## config.mk

```make
export PLATFORM = sky130hd
export DESIGN_NAME = cpu
export DESIGN_NICKNAME = d
export VERILOG_FILES = /design/src/rtl/cpu_pkg.sv /design/src/rtl/cpu_reg_file.sv /design/src/rtl/cpu.sv
export SDC_FILE = /design/constraint.sdc
export NUM_CORES = 2
export LEC_CHECK = 0
export BUFFER_PORTS_ARGS = -buffer_cell sky130_fd_sc_hd__buf_2
export CAP_MARGIN = 20
export CORE_UTILIZATION = 39
export DETAILED_ROUTE_END_ITERATION = 10
export PLACE_DENSITY = 0.63
export SYNTH_ARGS = -nofsm -noshare
export SYNTH_HDL_FRONTEND = slang
export SYNTH_HIERARCHICAL = 1
export SYNTH_SLANG_ARGS = --single-unit
```

## constraint.sdc

```tcl
create_clock -name CLK -period 6.64 [get_ports CLK]
set_input_delay 1.992 -clock CLK [delete_from_list [all_inputs] [get_ports CLK]]
set_output_delay 1.992 -clock CLK [all_outputs]
set_load 0.01 [all_outputs]
```

## src/rtl/cpu_pkg.sv

```systemverilog
// Shared opcodes, instruction field positions and ALU select encoding for the cpu slice.
package cpu_pkg;

  localparam logic [7:0] OP_LOADI = 8'h00;
  localparam logic [7:0] OP_MOV   = 8'h01;
  localparam logic [7:0] OP_ADD   = 8'h02;
  localparam logic [7:0] OP_SUB   = 8'h03;
  localparam logic [7:0] OP_AND   = 8'h04;
  localparam logic [7:0] OP_OR    = 8'h05;
  localparam logic [7:0] OP_J     = 8'h06;
  localparam logic [7:0] OP_BEQ   = 8'h07;
  localparam logic [7:0] OP_LWD   = 8'h08;
  localparam logic [7:0] OP_LWI   = 8'h09;
  localparam logic [7:0] OP_SWD   = 8'h0A;
  localparam logic [7:0] OP_SWI   = 8'h0B;
  localparam logic [7:0] OP_MULT  = 8'h0C;

  localparam int OP_LSB   = 24;
  localparam int DST_LSB  = 16;
  localparam int SRC1_LSB = 8;
  localparam int IMM_LSB  = 0;
  localparam int REG_AW   = 3;

  typedef enum logic [2:0] {
    ALU_PASS = 3'd0,
    ALU_ADD  = 3'd1,
    ALU_SUB  = 3'd2,
    ALU_AND  = 3'd3,
    ALU_OR   = 3'd4,
    ALU_MUL  = 3'd5
  } alu_sel_t;

  // Signed word count to a byte offset.
  function automatic logic [31:0] branch_offset(input logic [7:0] words);
    return {{22{words[7]}}, words, 2'b00};
  endfunction

endpackage

```

## src/rtl/cpu_reg_file.sv

```systemverilog
// Eight 8-bit registers: two combinational read ports, one write port, synchronous active-low clear.
module cpu_reg_file
  import cpu_pkg::*;
(
  input  logic              clk,
  input  logic              rst_n,
  input  logic              we,
  input  logic [REG_AW-1:0] waddr,
  input  logic [7:0]        wdata,
  input  logic [REG_AW-1:0] raddr_a,
  input  logic [REG_AW-1:0] raddr_b,
  output logic [7:0]        rdata_a,
  output logic [7:0]        rdata_b
);

  logic [7:0] regs_r [8];

  // Register write and clear.
  always_ff @(posedge clk) begin
    if (!rst_n) begin
      for (int i = 0; i < 8; i++) regs_r[i] <= 8'h00;
    end else if (we) begin
      regs_r[waddr] <= wdata;
    end
  end

  assign rdata_a = regs_r[raddr_a];
  assign rdata_b = regs_r[raddr_b];

endmodule

```

## src/rtl/cpu.sv

```systemverilog
// Single-cycle 8-bit cpu top: decode, ALU, PC logic and data memory.
// Optional opcode 0x0C (mult) is enabled by defining CPU_MULT_EN.
module cpu
  import cpu_pkg::*;
#(
  parameter int DMEM_DEPTH = 256,
  parameter int PC_STEP    = 4
) (
  input  logic        CLK,
  input  logic        RESET,
  output logic [31:0] PC,
  input  logic [31:0] INSTRUCTION
);

  localparam int DMEM_AW = $clog2(DMEM_DEPTH);

  logic [31:0]        pc_r;
  logic [7:0]         mem_r [DMEM_DEPTH];
  logic [7:0]         op_s, off_s, imm_s;
  logic [REG_AW-1:0]  dst_s, src1_s, src2_s;
  logic [7:0]         rdata_a_s, rdata_b_s, alu_b_s, alu_res_s, wdata_s, mem_rdata_s;
  logic [DMEM_AW-1:0] mem_addr_s;
  logic [31:0]        next_pc_s;
  alu_sel_t           alu_sel_s;
  logic               use_imm_s, addr_imm_s, rf_we_s, wb_mem_s, mem_we_s, branch_s;
  logic               unused_s;

  assign op_s     = INSTRUCTION[OP_LSB +: 8];
  assign off_s    = INSTRUCTION[DST_LSB +: 8];
  assign dst_s    = INSTRUCTION[DST_LSB +: REG_AW];
  assign src1_s   = INSTRUCTION[SRC1_LSB +: REG_AW];
  assign src2_s   = INSTRUCTION[IMM_LSB +: REG_AW];
  assign imm_s    = INSTRUCTION[IMM_LSB +: 8];
  assign unused_s = ^INSTRUCTION[15:11];

  cpu_reg_file u_reg_file (
    .clk     (CLK),
    .rst_n   (RESET),
    .we      (rf_we_s),
    .waddr   (dst_s),
    .wdata   (wdata_s),
    .raddr_a (src1_s),
    .raddr_b (src2_s),
    .rdata_a (rdata_a_s),
    .rdata_b (rdata_b_s)
  );

  // Instruction decode.
  always_comb begin
    alu_sel_s  = ALU_PASS;
    use_imm_s  = 1'b0;
    addr_imm_s = 1'b0;
    rf_we_s    = 1'b0;
    wb_mem_s   = 1'b0;
    mem_we_s   = 1'b0;
    branch_s   = 1'b0;
    case (op_s)
      OP_LOADI: begin rf_we_s = 1'b1; use_imm_s = 1'b1; end
      OP_MOV:   rf_we_s = 1'b1;
      OP_ADD:   begin rf_we_s = 1'b1; alu_sel_s = ALU_ADD; end
      OP_SUB:   begin rf_we_s = 1'b1; alu_sel_s = ALU_SUB; end
      OP_AND:   begin rf_we_s = 1'b1; alu_sel_s = ALU_AND; end
      OP_OR:    begin rf_we_s = 1'b1; alu_sel_s = ALU_OR; end
      OP_J:     branch_s = 1'b1;
      OP_BEQ:   branch_s = (rdata_a_s == rdata_b_s);
      OP_LWD:   begin rf_we_s = 1'b1; wb_mem_s = 1'b1; end
      OP_LWI:   begin rf_we_s = 1'b1; wb_mem_s = 1'b1; addr_imm_s = 1'b1; end
      OP_SWD:   mem_we_s = 1'b1;
      OP_SWI:   begin mem_we_s = 1'b1; addr_imm_s = 1'b1; end
`ifdef CPU_MULT_EN
      OP_MULT:  begin rf_we_s = 1'b1; alu_sel_s = ALU_MUL; end
`endif
      default:  rf_we_s = 1'b0;
    endcase
  end

  // ALU, memory read and PC datapath.
  always_comb begin
    if (use_imm_s) alu_b_s = imm_s;
    else           alu_b_s = rdata_b_s;
    case (alu_sel_s)
      ALU_PASS: alu_res_s = alu_b_s;
      ALU_ADD:  alu_res_s = rdata_a_s + alu_b_s;
      ALU_SUB:  alu_res_s = rdata_a_s - alu_b_s;
      ALU_AND:  alu_res_s = rdata_a_s & alu_b_s;
      ALU_OR:   alu_res_s = rdata_a_s | alu_b_s;
      ALU_MUL:  alu_res_s = rdata_a_s * alu_b_s;
      default:  alu_res_s = alu_b_s;
    endcase
    if (addr_imm_s) mem_addr_s = imm_s[DMEM_AW-1:0];
    else            mem_addr_s = rdata_b_s[DMEM_AW-1:0];
    mem_rdata_s = mem_r[mem_addr_s];
    if (wb_mem_s) wdata_s = mem_rdata_s;
    else          wdata_s = alu_res_s;
    if (branch_s) next_pc_s = pc_r + 32'(PC_STEP) + branch_offset(off_s);
    else          next_pc_s = pc_r + 32'(PC_STEP);
  end

  // Program counter.
  always_ff @(posedge CLK) begin
    if (!RESET) pc_r <= 32'h0000_0000;
    else        pc_r <= next_pc_s;
  end

  // Data memory write and clear.
  always_ff @(posedge CLK) begin
    if (!RESET) begin
      for (int i = 0; i < DMEM_DEPTH; i++) mem_r[i] <= 8'h00;
    end else if (mem_we_s) begin
      mem_r[mem_addr_s] <= rdata_a_s;
    end
  end

  assign PC = pc_r;

endmodule

```

==> results.json <==
{
  "async_flop_share_pct": 0,
  "synth.area.mux_share_pct": 1.17,
  "dieArea_mm2": 0.256,
  "fillers": 22300,
  "synth_warnings": 6,
  "place.gp.congestion": 0.911,
  "slew_violations": 0,
  "drtAntennaViolNets": 0,
  "route.vias.total": 69700,
  "rows": 184,
  "cp_data_arrival_time_ps": 6810,
  "synth_compound_area_share_pct": 14.0,
  "area_growth_pct": 16.6,
  "die_w_um": 506,
  "fin_skew_ps": 37.2,
  "synth_cells": 7968,
  "setup_viol_count_final": 0,
  "cp-start-kind": "input pin",
  "insertion_delay_ps": 870,
  "fp.coreArea_mm2": 0.252,
  "status": "finished, final reports clean",
  "irDropWorstVdd_mv": 0.239,
  "cts_tree": "built",
  "cts_resized": 0,
  "placement.io_buffers": 58,
  "dieHeight_um": 506,
  "grtUsageTotal_pct": 23.0,
  "wl_per_cell_um": 25.3,
  "synth_edf_count": 2112,
  "timing.final.ws_setup_ps": 410,
  "grt-ovfl-total": 0,
  "pin_count": 66,
  "ys_ff_latch": 2142,
  "initial_core_util_pct": 39.3,
  "syn_avg_cell_area_um2": 12.4,
  "fmax_mhz": 161,
  "cts-root-buf": "clkbuf_16",
  "p_per_area_mw_per_mm2": 271,
  "totalPowerFinal_w": 0.0313,
  "fin_nets": 8389,
  "hold_viol": 0,
  "synthFlopType": "edfxtp_1",
  "htreeDepth": 4,
  "maxCapViolCount": 0,
  "clk_pin_slew_ps": 60,
  "cts_made_buffers": 221,
  "drt_iter0_markers": 8491,
  "leakagePower_nw": 40.0,
  "post_cts_buffers": 0,
  "final_common_cell": "edfxtp_1",
  "final_cells": 11800,
  "wirelength_um": 300000,
  "drt_pass1_iterations": 6,
  "cp.required_ps": 7220,
  "first_global_vias": 68800,
  "dpl.hpwl_um": 192000,
  "drc": 0,
  "rsz0062_at_grt": "no",
  "slew_headroom_pct": 11.4,
  "worst-setup-path-type": "input pin to flop",
  "fin_crit_ps": 6230,
  "cts_hold_buffers": 0,
  "cts_sinks": 2142,
  "pre_cts_ws_ps": -468,
  "synth_cell_type_count": 79,
  "final_layout_size_suffix_gt1_share_pct": 15.5,
  "critical_path.max_fanout": 8,
  "synth_fa_ha_area_share_pct": 0.576,
  "ys_seq_area_share_pct": 64.6,
  "finalCritPeriodShare_pct": 93.8,
  "critPathCaptureType": "flop",
  "antenna_found_initial": 14,
  "dpl.cell_count": 11400,
  "synth_top_family_by_area": "simple AND/OR/NAND/NOR gates",
  "clockBufferDepth": 3,
  "tns_ps": 0,
  "hold_path.class": "flop to flop",
  "post-route-util_pct": 45.9,
  "grt_pass1_wl_um": 445000,
  "synth_area_mm2": 0.0990,
  "synth_xor_area_share_pct": 0.615,
  "final_cell_mix": "edfxtp_1 (2,112), and2_1 (1,552), a22oi_1 (922), buf_4 (757), nor3_1 (577)",
  "grt_max_degree": 160,
  "tightest_slew_ps": 1330,
  "synth-simple-area-share_pct": 15.6,
  "viasPerCell": 5.88
}
-- logic make-up after synthesis --
kind of cell	after synthesis
buffers and inverters	839
multiplexers	62
AO/OA/AOI/OAI	2094
XOR/XNOR	68
AND/OR/NAND/NOR	2717
flip-flops	2142
adder cells (fa/ha/maj)	45
other	1
-- final cells by class --
cell class | instances | area (um^2) | area share (%)
tap | 3348 | 4190 | 3.63
antenna | 6 | 15.0 | 0.0130
clock buffer | 281 | 5860 | 5.07
clock inverter | 117 | 1070 | 0.927
sequential | 2142 | 64000 | 55.4
multi-input combinational | 4988 | 32000 | 27.7
timing repair buffer | 932 | 8200 | 7.09
inverter | 28 | 120 | 0.104
-- critical path: stages --
cell       delay [ps]
buf_2             100
or4_1             600
or4_4             460
or2_0             270
mux2i_1           180
ha_1              300
nor2_1             40
a21oi_1           200
inv_1              80
ha_1              270
nor2b_1           130
o21ai_0           160
nand2b_1          120
a21o_1            190
a21o_1            190
xor2_1            150
a2111oi_0         700
buf_4             220
a31oi_1           100
inv_1             130
buf_4             170
nor3_1             70
-- layer usage --
| metal | global-route usage, % | routed length (um) | vias up |
|---|---|---|---|
| li1 | - | - | 30800 |
| met1 | 30.8 | 120000 | 34900 |
| met2 | 37.5 | 142000 | 3398 |
| met3 | 3.87 | 26900 | 584 |
| met4 | 8.63 | 11200 | 12 |
| met5 | 0 | 80 | - |
-- state kept, by name, indices dropped and copies added, names as in the netlist --
register,flops
PC,30
u_reg_file/regs_r,64
mem_r,2048
-- per-stage QoR --
| step | hold WS (ps) | cell area (um^2) |
|---|---|---|
| after global placement | 633 | 109000 |
| after global routing | 671 | 116000 |
| after floorplan | 616 | 99000 |
| after detailed placement | 619 | 109000 |
| after CTS | 631 | 115000 |
| final | 629 | 116000 |
-- cells in the mapped netlist (all sizes together) (32+ instances only) --
cell	number	share of area, %
nand2	51	0.19
a21o	33	0.25
o21ai	345	1.7
a21oi	504	2.6
and2	1552	9.8
a22o	68	0.60
edfxtp	2112	64
nor4	76	0.53
clkbuf	576	2.2
o41ai	68	0.60
nand3	33	0.18
mux4	32	0.84
nor2	327	1.2
ha	40	0.51
buf	235	1.2
a22oi	922	7.0
xnor2	37	0.33
nor3	578	2.9
-- power breakdown --
group / internal (W) / switching, W / total, W
combinational: 0.00120 / 0.00256 / 0.00376
clock: 0.00686 / 0.00527 / 0.0121
sequential: 0.0152 / 0.000143 / 0.0154
-- path summary, 6_finish.rpt --
kind | cells after the start | startpoint | slack, ps | end
worst max register to register | 16 | u_reg_file/regs_r[1][0]$_SDFFCE_PN0P_ | 1390 | u_reg_file/regs_r[5][5]$_SDFFCE_PN0P_
worst max-delay path | 22 | INSTRUCTION[29] | 410 | u_reg_file/regs_r[5][5]$_SDFFCE_PN0P_
worst min-delay path | 3 | PC[27]$_SDFF_PN0_ | 630 | PC[27]$_SDFF_PN0_
worst min register to register | 3 | PC[27]$_SDFF_PN0_ | 630 | PC[27]$_SDFF_PN0_
Note: power is estimated with default switching activity, not from simulation.
